**config.mk**
```make
export PLATFORM = sky130hd
export DESIGN_NAME = inst_prefetch
export DESIGN_NICKNAME = d
export VERILOG_FILES = /design/src/rtl/inst_prefetch.sv
export SDC_FILE = /design/constraint.sdc
export NUM_CORES = 1
export LEC_CHECK = 0
export BUFFER_PORTS_ARGS = -buffer_cell sky130_fd_sc_hd__clkbuf_2
export CAP_MARGIN = 40
export CORE_MARGIN = 1.5
export CORE_UTILIZATION = 45
export CTS_CLUSTER_DIAMETER = 100
export CTS_CLUSTER_SIZE = 30
export DETAILED_ROUTE_END_ITERATION = 7
export PLACE_DENSITY = 0.75
export SYNTH_ARGS = -nofsm -noshare
export SYNTH_HDL_FRONTEND = slang
export SYNTH_SLANG_ARGS = --single-unit
```
**constraint.sdc**
```tcl
create_clock -name clk -period 3.89 [get_ports clk]
set_input_delay 0.778 -clock clk [delete_from_list [all_inputs] [get_ports clk]]
set_output_delay 0.778 -clock clk [all_outputs]
set_load 0.1 [all_outputs]
```
**src/rtl/inst_prefetch.sv**
```systemverilog
// Instruction prefetch buffer: keeps a single sequential fetch in flight to a variable-latency
// instruction memory and queues returned words with their PC+4 for the fetch stage.
module inst_prefetch #(
  parameter int unsigned DEPTH    = 4,
  parameter logic [31:0] RESET_PC = 32'h0000_0000
) (
  input  logic        clk,
  input  logic        reset,
  output logic        mem_req,
  output logic [31:0] mem_addr,
  input  logic        mem_ack,
  input  logic [31:0] mem_rdata,
  input  logic        redirect,
  input  logic [31:0] redirect_pc,
  output logic        fe_valid,
  output logic [31:0] fe_inst,
  output logic [31:0] fe_pc_plus4,
  input  logic        fe_ready
);

  localparam int unsigned PTR_W = (DEPTH > 1) ? $clog2(DEPTH) : 1;
  localparam int unsigned CNT_W = $clog2(DEPTH + 1);
  localparam logic [CNT_W-1:0] DEPTH_C = CNT_W'(DEPTH);

  typedef enum logic [1:0] {
    IDLE = 2'd0,
    REQ  = 2'd1,
    DROP = 2'd2
  } state_e;

  state_e             state_q, state_d;
  logic [31:0]        fetch_pc_q, fetch_pc_d;
  logic [31:0]        req_addr_q, req_addr_d;
  logic [CNT_W-1:0]   count_q, count_d;
  logic [PTR_W-1:0]   rd_ptr_q, rd_ptr_d;
  logic [PTR_W-1:0]   wr_ptr_q, wr_ptr_d;

  logic [31:0]        inst_mem [DEPTH];
  logic [31:0]        pc4_mem  [DEPTH];

  logic [31:0]        target_pc;
  logic               push;
  logic               pop;
  logic               credit;

  assign target_pc   = redirect_pc & 32'hFFFF_FFFC;
  assign mem_req     = (state_q == REQ) || (state_q == DROP);
  assign mem_addr    = req_addr_q;
  assign fe_valid    = (count_q != '0);
  assign fe_inst     = inst_mem[rd_ptr_q];
  assign fe_pc_plus4 = pc4_mem[rd_ptr_q];

  // A word is kept only if it answers a live request; stale (DROP) and redirected acks are lost.
  assign push = (state_q == REQ) && mem_ack && !redirect;
  assign pop  = fe_valid && fe_ready && !redirect;

  always_comb begin
    // NOTE: every always_comb output gets a default before any branch, so no path can infer a latch.
    count_d  = count_q;
    rd_ptr_d = rd_ptr_q;
    wr_ptr_d = wr_ptr_q;
    if (redirect) begin
      count_d  = '0;
      rd_ptr_d = '0;
      wr_ptr_d = '0;
    end else begin
      if (push) wr_ptr_d = wr_ptr_q + PTR_W'(1);
      if (pop)  rd_ptr_d = rd_ptr_q + PTR_W'(1);
      unique case ({push, pop})
        2'b10:   count_d = count_q + CNT_W'(1);
        2'b01:   count_d = count_q - CNT_W'(1);
        default: count_d = count_q;
      endcase
    end
    // Credit looks at the post-update occupancy so a slot freed this cycle can be reused at once.
    credit = (count_d < DEPTH_C);
  end

  always_comb begin
    state_d    = state_q;
    fetch_pc_d = fetch_pc_q;
    req_addr_d = req_addr_q;
    unique case (state_q)
      IDLE: begin
        // A redirect empties the FIFO, so it can always launch straight away.
        if (redirect) begin
          state_d    = REQ;
          req_addr_d = target_pc;
          fetch_pc_d = target_pc + 32'd4;
        end else if (credit) begin
          state_d    = REQ;
          req_addr_d = fetch_pc_q;
          fetch_pc_d = fetch_pc_q + 32'd4;
        end
      end
      REQ: begin
        if (redirect) begin
          if (mem_ack) begin
            req_addr_d = target_pc;
            fetch_pc_d = target_pc + 32'd4;
          end else begin
            state_d    = DROP;
            fetch_pc_d = target_pc;
          end
        end else if (mem_ack) begin
          if (credit) begin
            req_addr_d = fetch_pc_q;
            fetch_pc_d = fetch_pc_q + 32'd4;
          end else begin
            state_d = IDLE;
          end
        end
      end
      DROP: begin
        if (mem_ack) begin
          state_d = REQ;
          if (redirect) begin
            req_addr_d = target_pc;
            fetch_pc_d = target_pc + 32'd4;
          end else begin
            req_addr_d = fetch_pc_q;
            fetch_pc_d = fetch_pc_q + 32'd4;
          end
        end else if (redirect) begin
          fetch_pc_d = target_pc;
        end
      end
      default: state_d = IDLE;
    endcase
  end

  // NOTE: sequential state uses non-blocking assignments so every flop samples pre-edge values.
  always_ff @(posedge clk) begin
    if (reset) begin
      state_q    <= IDLE;
      fetch_pc_q <= RESET_PC;
      req_addr_q <= RESET_PC;
      count_q    <= '0;
      rd_ptr_q   <= '0;
      wr_ptr_q   <= '0;
    end else begin
      state_q    <= state_d;
      fetch_pc_q <= fetch_pc_d;
      req_addr_q <= req_addr_d;
      count_q    <= count_d;
      rd_ptr_q   <= rd_ptr_d;
      wr_ptr_q   <= wr_ptr_d;
    end
  end

  // NOTE: FIFO storage has no reset; an entry is only ever read while count marks it valid.
  always_ff @(posedge clk) begin
    if (push) begin
      inst_mem[wr_ptr_q] <= mem_rdata;
      pc4_mem[wr_ptr_q]  <= req_addr_q + 32'd4;
    end
  end

endmodule

```
=== Yosys cells after proc, flatten, opt, wreduce, memory -nomap -nowiden ===
Memories as Yosys holds them, arrays and structs flattened. A register that Yosys moved wholly into a read port is not among the register bits.
Cells that the tools add are included.

* Add/sub/neg operators: 7
* Magnitude comparators: 1
* Eq/ne operators: 10
* Muxes and demuxes: 32
* Reduce and logical (&&, ||, !) cells: 13

{| class="wikitable"
|+ Operators by type and width
! cell !! number
|-
| $mux 32 || 14
|-
| $pmux 32 s3 || 2
|-
| $add 32x3->32 const B || 3
|-
| $mux 2 || 11
|-
| $ne 3x3->1 const B || 4
|-
| $pmux 2 s3 || 1
|-
| $pmux 3 s2 || 1
|-
| $reduce_bool 3->1 || 2
|-
| $reduce_and 5->1 || 1
|-
| $add 2x1->2 const B || 2
|-
| $eq 2x1->1 const B || 2
|-
| $eq 2x2->1 const B || 2
|-
| $logic_and 1x1->1 || 4
|-
| $ne 2x2->1 const B || 2
|-
| $add 3x1->3 const B || 1
|-
| $lt 3x3->1 const B || 1
|-
| $mux 3 || 1
|-
| $reduce_and 3->1 || 1
|-
| $sub 3x1->3 const B || 1
|-
| $logic_not 2->1 || 1
|-
| $mux 1 || 2
|-
| $reduce_and 2->1 || 1
|-
| $reduce_or 2->1 || 1
|-
| $logic_not 1->1 || 1
|-
| $logic_or 1x1->1 || 1
|}

* Register bits: 73
* Memory bits (writable): 256
* Output and inout bits: 98
* Memories: 2

{| class="wikitable"
|+ Memories
! memory !! words !! bits a word !! read ports !! clocked after Yosys merged registers in !! wr ports !! line !! source
|-
| inst_mem || 4 || 32 || 1 || 1 || 1 || 38 || <nowiki>logic [31:0] inst_mem [DEPTH];</nowiki>
|-
| pc4_mem || 4 || 32 || 1 || 1 || 1 || 39 || <nowiki>logic [31:0] pc4_mem [DEPTH];</nowiki>
|}

=== Depth between registers and ports, before layout ===
Gate-level depths: netlist of run 1.

* Depth in word-level cells: 11
* Mapped depth: 18
* Gate-level depth less buffers: 13

=== Least setup slack after synthesis of run 1 ===
No wires, ideal clock.

* Path type: in2reg
* Start: in mem_ack
* End: reg fetch_pc_q[11]
* Library setup time: 59 ps
* Arrival: 4073 ps
* Required time: 3831 ps
* Path slack: -243 ps
* Stages on the path: 15
* Buffers on the path: 5
* Cell sequence: clkbuf_1 clkbuf_1 buf_1 nand2_1 ha_1 fa_1 xnor2_1 or3_1 buf_2 nand2_1 buf_2 a21oi_1 or4b_2 o2111ai_1 a22o_1

* Longest elaborated chain between the ends: 10

{| class="wikitable"
|+ RTL lines
! element !! line !! source
|-
| start, declared || 11 || <nowiki>input logic mem_ack,</nowiki>
|-
| $logic_and 1x1->1 (2 in a row) || 54 || <nowiki>assign push = (state_q == REQ) && mem_ack && !redirect;</nowiki>
|-
| $eq 2x1->1 or $eq 2x2->1 (tied branches) || 69 || <nowiki>unique case ({push, pop})</nowiki>
|-
| $pmux 3 s2 || 69 ||
|-
| $mux 3 || 62 || <nowiki>if (redirect) begin</nowiki>
|-
| $lt 3x3->1 || 76 || <nowiki>credit = (count_d < DEPTH_C);</nowiki>
|-
| $mux 32 (2 in a row) || - ||
|-
| $mux 32 || 97 || <nowiki>if (redirect) begin</nowiki>
|-
| $pmux 32 s3 || 83 || <nowiki>unique case (state_q)</nowiki>
|-
| end signal, assigned || 143 || <nowiki>fetch_pc_q <= fetch_pc_d;</nowiki>
|-
| end, declared || 32 || <nowiki>logic [31:0] fetch_pc_q, fetch_pc_d;</nowiki>
|}

Parallel ways exist; a longest one is shown, timed or not. The select of a mux whose other input is x is not followed.
A chain may end at the register's enable or synchronous reset.

=== Worst setup path after layout of run 1 ===
* Start: reg count_q[0]
* End: reg fetch_pc_q[30]

* Longest elaborated chain between the ends: 11

{| class="wikitable"
|+ RTL lines
! element !! line !! source
|-
| start, declared || 34 || <nowiki>logic [CNT_W-1:0] count_q, count_d;</nowiki>
|-
| start signal, assigned || 145 || <nowiki>count_q <= count_d;</nowiki>
|-
| $reduce_bool 3->1 (*) || 49 || <nowiki>assign fe_valid = (count_q != '0);</nowiki>
|-
| $logic_and 1x1->1 (*) (2 in a row) || 55 || <nowiki>assign pop = fe_valid && fe_ready && !redirect;</nowiki>
|-
| via pop || 43 || <nowiki>logic pop;</nowiki>
|-
| $eq 2x1->1 or $eq 2x2->1 (tied branches) || 69 ||
|-
| $pmux 3 s2 (*) || 69 ||
|-
| $mux 3 (*) || 62 ||
|-
| $lt 3x3->1 (*) || 76 ||
|-
| $mux 32 (*) || - ||
|-
| $mux 32 (2 in a row) || - ||
|-
| $pmux 32 s3 (*) || - ||
|}

The timed path passes the listed nets; every way through them passes the cells marked *. The select of a mux whose other input is x is not followed.

==> reports/qor.yml, run 1 <==
status:
  outcome: "complete, no violations"
cts:
  cts_htree_levels: 1
  cts-resized-gates: 0
  clk_pin_slew_ns: 0.11
  cts_buffers: 16
  cts_root_buf: "clkbuf_16"
  holdBufCountCts: 0
  numClockSinks: 331
  clock_latency_ns: 0.53
  post_cts_buffers: 0
  cts_tree: "yes"
  clock_path_buffers: 3
routing:
  wire_per_inst_um: 22.9
  num_vias: 12100
  drc_errors: 0
  antenna_left: 0
  first_pass_iters: 5
  drtIter0Drc: 1188
  drt-total-wl_um: 45300
  vias_per_cell: 6.14
synth:
  synth_cells: 1388
  synth-main-ff-cell: "edfxtp_1"
  ys_ff_latch: 331
  synth.avg_cell_area_um2: 12.0
  synth.cell_area_mm2: 0.0167
  ys_types: 76
  syn_nets: 1470
  yosysTopAreaCellShare: 0.461
  synth.largest_area_cell: "edfxtp_1"
  seq_area_frac_synth: 0.550
  ys_warn_count: 0
  synthArstFlopShare: 0
  synth_enable_flop_cells: 256
  synthTopCellsByArea: "edfxtp_1 46%, dfxtp_1 9.0%, mux4_2 8.6%, xnor2_1 3.8%, nor2_1 2.7%"
floorplan:
  core_region_area_mm2: 0.0365
  start_util: 0.457
  die_h_um: 196
  die_w_um: 196
  io_pins: 167
  dieArea_mm2: 0.0383
  rows: 70
timing:
  drv_slew: 0
  skew_ns: 0.0411
  timing.fmax_mhz: 287
  period_share: 0.896
  worstMarginPinSlew_ns: 0.887
  setup_violations: 0
  final_hold_viol_count: 0
  rsz0062_at_grt: "false"
  finalCriticalPeriod_ns: 3.48
  setup_ws_ns: 0.406
  max_slew_margin: 0.403
placement:
  pre_cts_slack_ns: 0.204
  place_inst: 1951
  portBuffers: 164
  dpl.hpwl_um: 31000
  place_congestion: 0.969
worst_setup_path:
  reg2reg_depth: 11
  rr_startpoint: "count_q[0]$_SDFFE_PP0N_"
  crit_fanout: 5
  reg2reg_to: "fetch_pc_q[30]$_SDFFE_PP0P_"
  end_kind: "flop"
  start_kind: "flop"
  cp.arrival_ns: 3.91
  critPathKind: "reg -> reg"
  r2r_slack_ns: 0.41
  required_ns: 4.32
power_and_ir_drop:
  leakagePower_nw: 6.35
  p_per_area_mw_per_mm2: 511
  power_mw: 9.52
  max-vdd-ir-drop_mv: 0.251
job:
  max_cap_viol_count: 0
global_route:
  grt_max_degree: 109
  overflow: 0
  grt_pass1_wl_um: 69100
  antenna_found_initial: 1
  grt_use_total: 0.234
  grt_pass1_vias: 11500
cells_and_area:
  diodes: 0
  instances_no_fill: 1979
  layout.nets: 1583
  drive_above_1_share: 0.219
  area_delta_synth_final_pct: 11.6
worst_hold_path:
  hold_end: "mem_addr[1]$_SDFFE_PP0P_"
  hp-class: "reg -> reg"
  min_from: "fetch_pc_q[1]$_SDFFE_PP0P_"
  whs_path_depth: 2
==> registers in the layout, summed over array words and instances (netlist names), named ones only <==
name and flops:
inst_mem 128, pc4_mem 128, fetch_pc_q 32, mem_addr 32, count_q 3, rd_ptr_q 2
state_q 2, wr_ptr_q 2
==> cells in the mapped netlist (all sizes together), types with 5 or more instances <==
master,n
or3,9
nor4,16
nand2b,8
or4,6
nor2,121
mux2i,36
a31oi,8
a21oi,50
edfxtp,256
mux2,5
and3,16
a2111oi,7
o31ai,5
xnor2,72
o21ai,50
a221oi,8
nand2,100
o221ai,6
mux4,64
a211o,5
ha,12
a211oi,47
o211ai,16
nand4,31
nand3,64
nor3,21
nor2b,7
inv,14
buf,48
and2,18
clkbuf,71
xor2,47
and4,6
o22ai,12
dfxtp,75
==> cells by family after synthesis <==
kind of cell,after synthesis,synth area share
AND/OR/NAND/NOR,435,0.130
flip-flops,331,0.550
buffers and inverters,133,0.0331
AO/OA/AOI/OAI,252,0.103
adder cells (fa/ha/maj),13,0.0102
multiplexers,105,0.111
XOR/XNOR,119,0.0624
==> critical path, stage by stage, from the launching register on <==
cell,delay [ns]
dfxtp_1,0.36
or3_1,0.38
and3_1,0.25
ha_1,0.24
fa_1,0.39
xnor2_1,0.16
or3_1,0.36
and2_0,0.32
and4_1,0.25
o21ai_0,0.22
o211ai_1,0.13
a2111oi_1,0.35
==> power by group <==
group | leakage [nW] | switching [mW] | internal [mW] | total [mW]
clock network | 0.252 | 1.14 | 0.859 | 2.00
logic | 3.15 | 2.18 | 0.817 | 3.00
registers | 2.95 | 0.389 | 4.14 | 4.53
==> stage by stage <==
stage / hold WS, ns / instance area [um2] / setup TNS, ns / util
floorplan: 0.429 / 16700 / -0.0887 / -
global placement: 0.442 / 18100 / 0 / 0.495
detailed placement: 0.445 / 18100 / 0 / 0.496
CTS: 0.448 / 18600 / 0 / 0.510
global route: 0.459 / 18600 / 0 / 0.510
finish: 0.464 / 18600 / 0 / 0.510
==> worst max path at each step <==
stage | slack (ns) | to | from
floorplan | -0.06 | fetch_pc_q[11]$_SDFFE_PP0P_ | redirect
global placement | 0.24 | fetch_pc_q[30]$_SDFFE_PP0P_ | redirect
detailed placement | 0.20 | fetch_pc_q[30]$_SDFFE_PP0P_ | redirect
CTS | 0.41 | fetch_pc_q[30]$_SDFFE_PP0P_ | count_q[0]$_SDFFE_PP0N_
global route | 0.1 | fetch_pc_q[30]$_SDFFE_PP0P_ | count_q[0]$_SDFFE_PP0N_
finish | 0.41 | fetch_pc_q[30]$_SDFFE_PP0P_ | count_q[0]$_SDFFE_PP0N_
==> layer usage <==
layer  GRT usage  vias to the layer above  part of all wire
met3      0.0434                       94              0.10
met2       0.370                      621              0.46
li1            -                     5485                 -
met4      0.0746                        0             0.030
met5           0                        -                 0
met1       0.326                     5946              0.41
==> area by class of cell <==
type,instances,area (um2)
fill,3143,17900
clock buffer,24,452
inverter,14,52.6
clock inverter,4,70.1
multi-input combinational,924,6970
tap,468,586
timing repair buffer,214,1300
sequential,331,9190
==> cells in the final DEF (no fill, tap or decap), types with 7 or more instances in the layout <==
| cell | n |
|---|---|
| a211oi_1 | 46 |
| o21ai_0 | 48 |
| nand4_1 | 30 |
| nor2b_1 | 7 |
| buf_12 | 8 |
| or3_1 | 9 |
| nor3_1 | 20 |
| a221oi_1 | 7 |
| nand3_1 | 62 |
| clkbuf_16 | 17 |
| mux2i_1 | 36 |
| edfxtp_1 | 256 |
| o22ai_1 | 12 |
| xor2_1 | 47 |
| inv_1 | 15 |
| nor4_1 | 13 |
| nand2_1 | 100 |
| clkbuf_1 | 7 |
| a21oi_1 | 49 |
| ha_1 | 12 |
| dfxtp_1 | 73 |
| mux4_2 | 64 |
| nor2_1 | 121 |
| buf_4 | 43 |
| and2_1 | 17 |
| and3_1 | 12 |
| a31oi_1 | 8 |
| clkbuf_2 | 163 |
| nand2b_1 | 8 |
| o211ai_1 | 16 |
| xnor2_1 | 72 |
No activity file was read; power rests on OpenSTA's default activity.
==> run 2: changes to the inputs <==
==> constraint.sdc (replaced) <==
create_clock -name clk -period 3.89 [get_ports clk]
set_input_delay 0.389 -clock clk [delete_from_list [all_inputs] [get_ports clk]]
set_output_delay 0.389 -clock clk [all_outputs]
set_load 0.1 [all_outputs]
==> run 2 against run 1 <==
Maximum frequency down 3.0%. First-iteration DRC count decreased by 0.59%. Worst setup slack got worse by 0.11 ns. Sequential share of layout area decreased by 0.073 points. Core utilization is 0.075 points higher. Routed wire length rose by 0.50%. Power up 0.76%. Die area stayed put. Clock skew decreased by 0.025 ns. Largest power group unchanged. Clock-buffer cell count unchanged. Sequential power about the same.
==> reports/qor.yml, run 2 (synthesis results as in run 1) <==
status:
  outcome: "complete, no violations"
cells_and_area:
  layout.nets: 1581  # -0.13%
  layout_commonest_cell: "edfxtp_1"
  area_delta_synth_final_pct: 11.7
  top_regs: "inst_mem (128), pc4_mem (128)"
  ff_latch_area_mm2: 0.00919  # unchanged
  drive_above_1_share: 0.219  # +0.000290
  final_cell_mix: "256 x edfxtp_1, 163 x clkbuf_2, 121 x nor2_1, 100 x nand2_1, 73 x dfxtp_1"
  instances_no_fill: 1980  # +0.051%
  fin_util: 0.511  # +0.000754
  nFillCells: 3120  # -0.73%
  multi_input_area_mm2: 0.00697  # about the same
  fin_area_mm2: 0.0186  # +0.15%
worst_hold_path:
  hold_end: "inst_mem[0][11]$_DFFE_PP_"
  whs_path_depth: 1  # -1
  hp-class: "in -> reg"
  min_from: "mem_rdata[11]"
timing:
  finalCriticalPeriod_ns: 3.59  # +0.109 ns
  drv_slew: 0  # unchanged
  setup_tns_ns: 0  # unchanged
  skew_ns: 0.0157  # -0.0254 ns
  rsz0062_at_grt: "false"
  worstMarginPinSlew_ns: 0.930  # +0.0424 ns
  timing.fmax_mhz: 278  # -3.0%
  hold_ws_ns: 0.0925  # -0.371 ns
  final_hold_viol_count: 0  # unchanged
  max_slew_margin: 0.378  # -0.0251
  setup_ws_ns: 0.297  # -0.109 ns
  setup_violations: 0  # unchanged
  period_share: 0.924  # +0.0281
routing:
  first_pass_iters: 6  # +1
  antenna_left: 0  # unchanged
  num_vias: 12200  # +0.39%
  vias_per_cell: 6.16  # +0.34%
  wire_per_inst_um: 23.0  # +0.44%
  drtIter0Drc: 1181  # -0.59%
  drt-total-wl_um: 45500  # +0.50%
  drc_errors: 0  # unchanged
worst_setup_path:
  crit_fanout: 6  # +1
  critPathKind: "reg -> reg"
  r2r_slack_ns: 0.30  # -0.11 ns
  cp.arrival_ns: 4.00  # +0.09 ns
  end_kind: "flop"
  start_kind: "flop"
  rr_startpoint: "count_q[1]$_SDFFE_PP0N_"
  reg2reg_to: "fetch_pc_q[30]$_SDFFE_PP0P_"
  reg2reg_depth: 11  # unchanged
  required_ns: 4.30  # -0.02 ns
placement:
  place_congestion: 0.953  # -1.7%
  portBuffers: 164  # unchanged
  pre_cts_slack_ns: 0.340  # +0.136 ns
  placed_area_mm2: 0.0181  # about the same
  place_inst: 1949  # -0.10%
  dpl.hpwl_um: 31600  # +1.9%
floorplan:
  rows: 70  # unchanged
  core_region_area_mm2: 0.0365  # unchanged
  io_pins: 167  # unchanged
  die_w_um: 196  # unchanged
  start_util: 0.457  # unchanged
  die_h_um: 196  # unchanged
  dieArea_mm2: 0.0383  # unchanged
cts:
  cts_htree_levels: 1  # unchanged
  numClockSinks: 331  # unchanged
  clk_pin_slew_ns: 0.11  # about the same
  cts-resized-gates: 0  # unchanged
  post_cts_buffers: 0  # unchanged
  clock_path_buffers: 3  # unchanged
  clock_latency_ns: 0.51  # -0.02 ns
  cts_tree: "yes"
  holdBufCountCts: 0  # unchanged
  cts_root_buf: "clkbuf_16"
  cts_buffers: 16  # unchanged
power_and_ir_drop:
  power_mw: 9.59  # +0.76%
  p_per_area_mw_per_mm2: 515  # +0.61%
  leakagePower_nw: 6.35  # about the same
  max-vdd-ir-drop_mv: 0.254  # +1.2%
job:
  max_cap_viol_count: 0  # unchanged
global_route:
  grt_max_degree: 110  # +0.92%
  grt_pass1_wl_um: 69700  # +0.95%
  antenna_found_initial: 3  # +2
  grt_use_total: 0.235  # +0.00131
  grt_pass1_vias: 11500  # +0.21%
  overflow: 0  # unchanged
==> run 2: routing by layer <==
layer	GRT usage	vias up	wire length (um)
met4	0.0827	0	1450
met2	0.369	679	21000
met3	0.0484	108	4650
li1	-	5489	-
met5	0	-	0
met1	0.325	5917	18400
==> run 2: how the worst max path moves through the flow <==
| stage | start | slack [ns] | endpoint |
|---|---|---|---|
| 2_1_floorplan | count_q[1]$_SDFFE_PP0N_ | 0.05 | fetch_pc_q[11]$_SDFFE_PP0P_ |
| 3_3_place_gp | count_q[1]$_SDFFE_PP0N_ | 0.40 | fetch_pc_q[30]$_SDFFE_PP0P_ |
| 3_5_place_dp | count_q[1]$_SDFFE_PP0N_ | 0.34 | fetch_pc_q[30]$_SDFFE_PP0P_ |
| 4_1_cts | count_q[1]$_SDFFE_PP0N_ | 0.32 | fetch_pc_q[30]$_SDFFE_PP0P_ |
| 5_1_grt | count_q[1]$_SDFFE_PP0N_ | 0.06 | fetch_pc_q[24]$_SDFFE_PP0P_ |
| 6_report | count_q[1]$_SDFFE_PP0N_ | 0.30 | fetch_pc_q[30]$_SDFFE_PP0P_ |
==> run 2: critical path, cell delays in order (launching register included) <==
cell	delay [ns]
dfxtp_1	0.35
or3_2	0.50
and3_1	0.24
ha_1	0.24
fa_1	0.38
xnor2_1	0.16
or3_1	0.36
and2_0	0.32
and4_1	0.25
o21ai_0	0.23
o211ai_1	0.13
a2111oi_1	0.35
==> run 2: power breakdown <==
group / internal [mW] / leakage (nW) / switching, mW
combinational: 0.803 / 3.14 / 2.19
clock: 0.926 / 0.260 / 1.14
sequential: 4.14 / 2.95 / 0.393
total: 5.87 / 6.35 / 3.72
==> run 2: layout make-up <==
class                           count  share of cell area
Clock buffer                       24              0.0242
Multi-Input combinational cell    924               0.374
Sequential cell                   331               0.493
Timing Repair Buffer              212              0.0692
Clock inverter                      4             0.00517
Inverter                           14             0.00282
Antenna cell                        3            0.000403
Tap cell                          468              0.0314
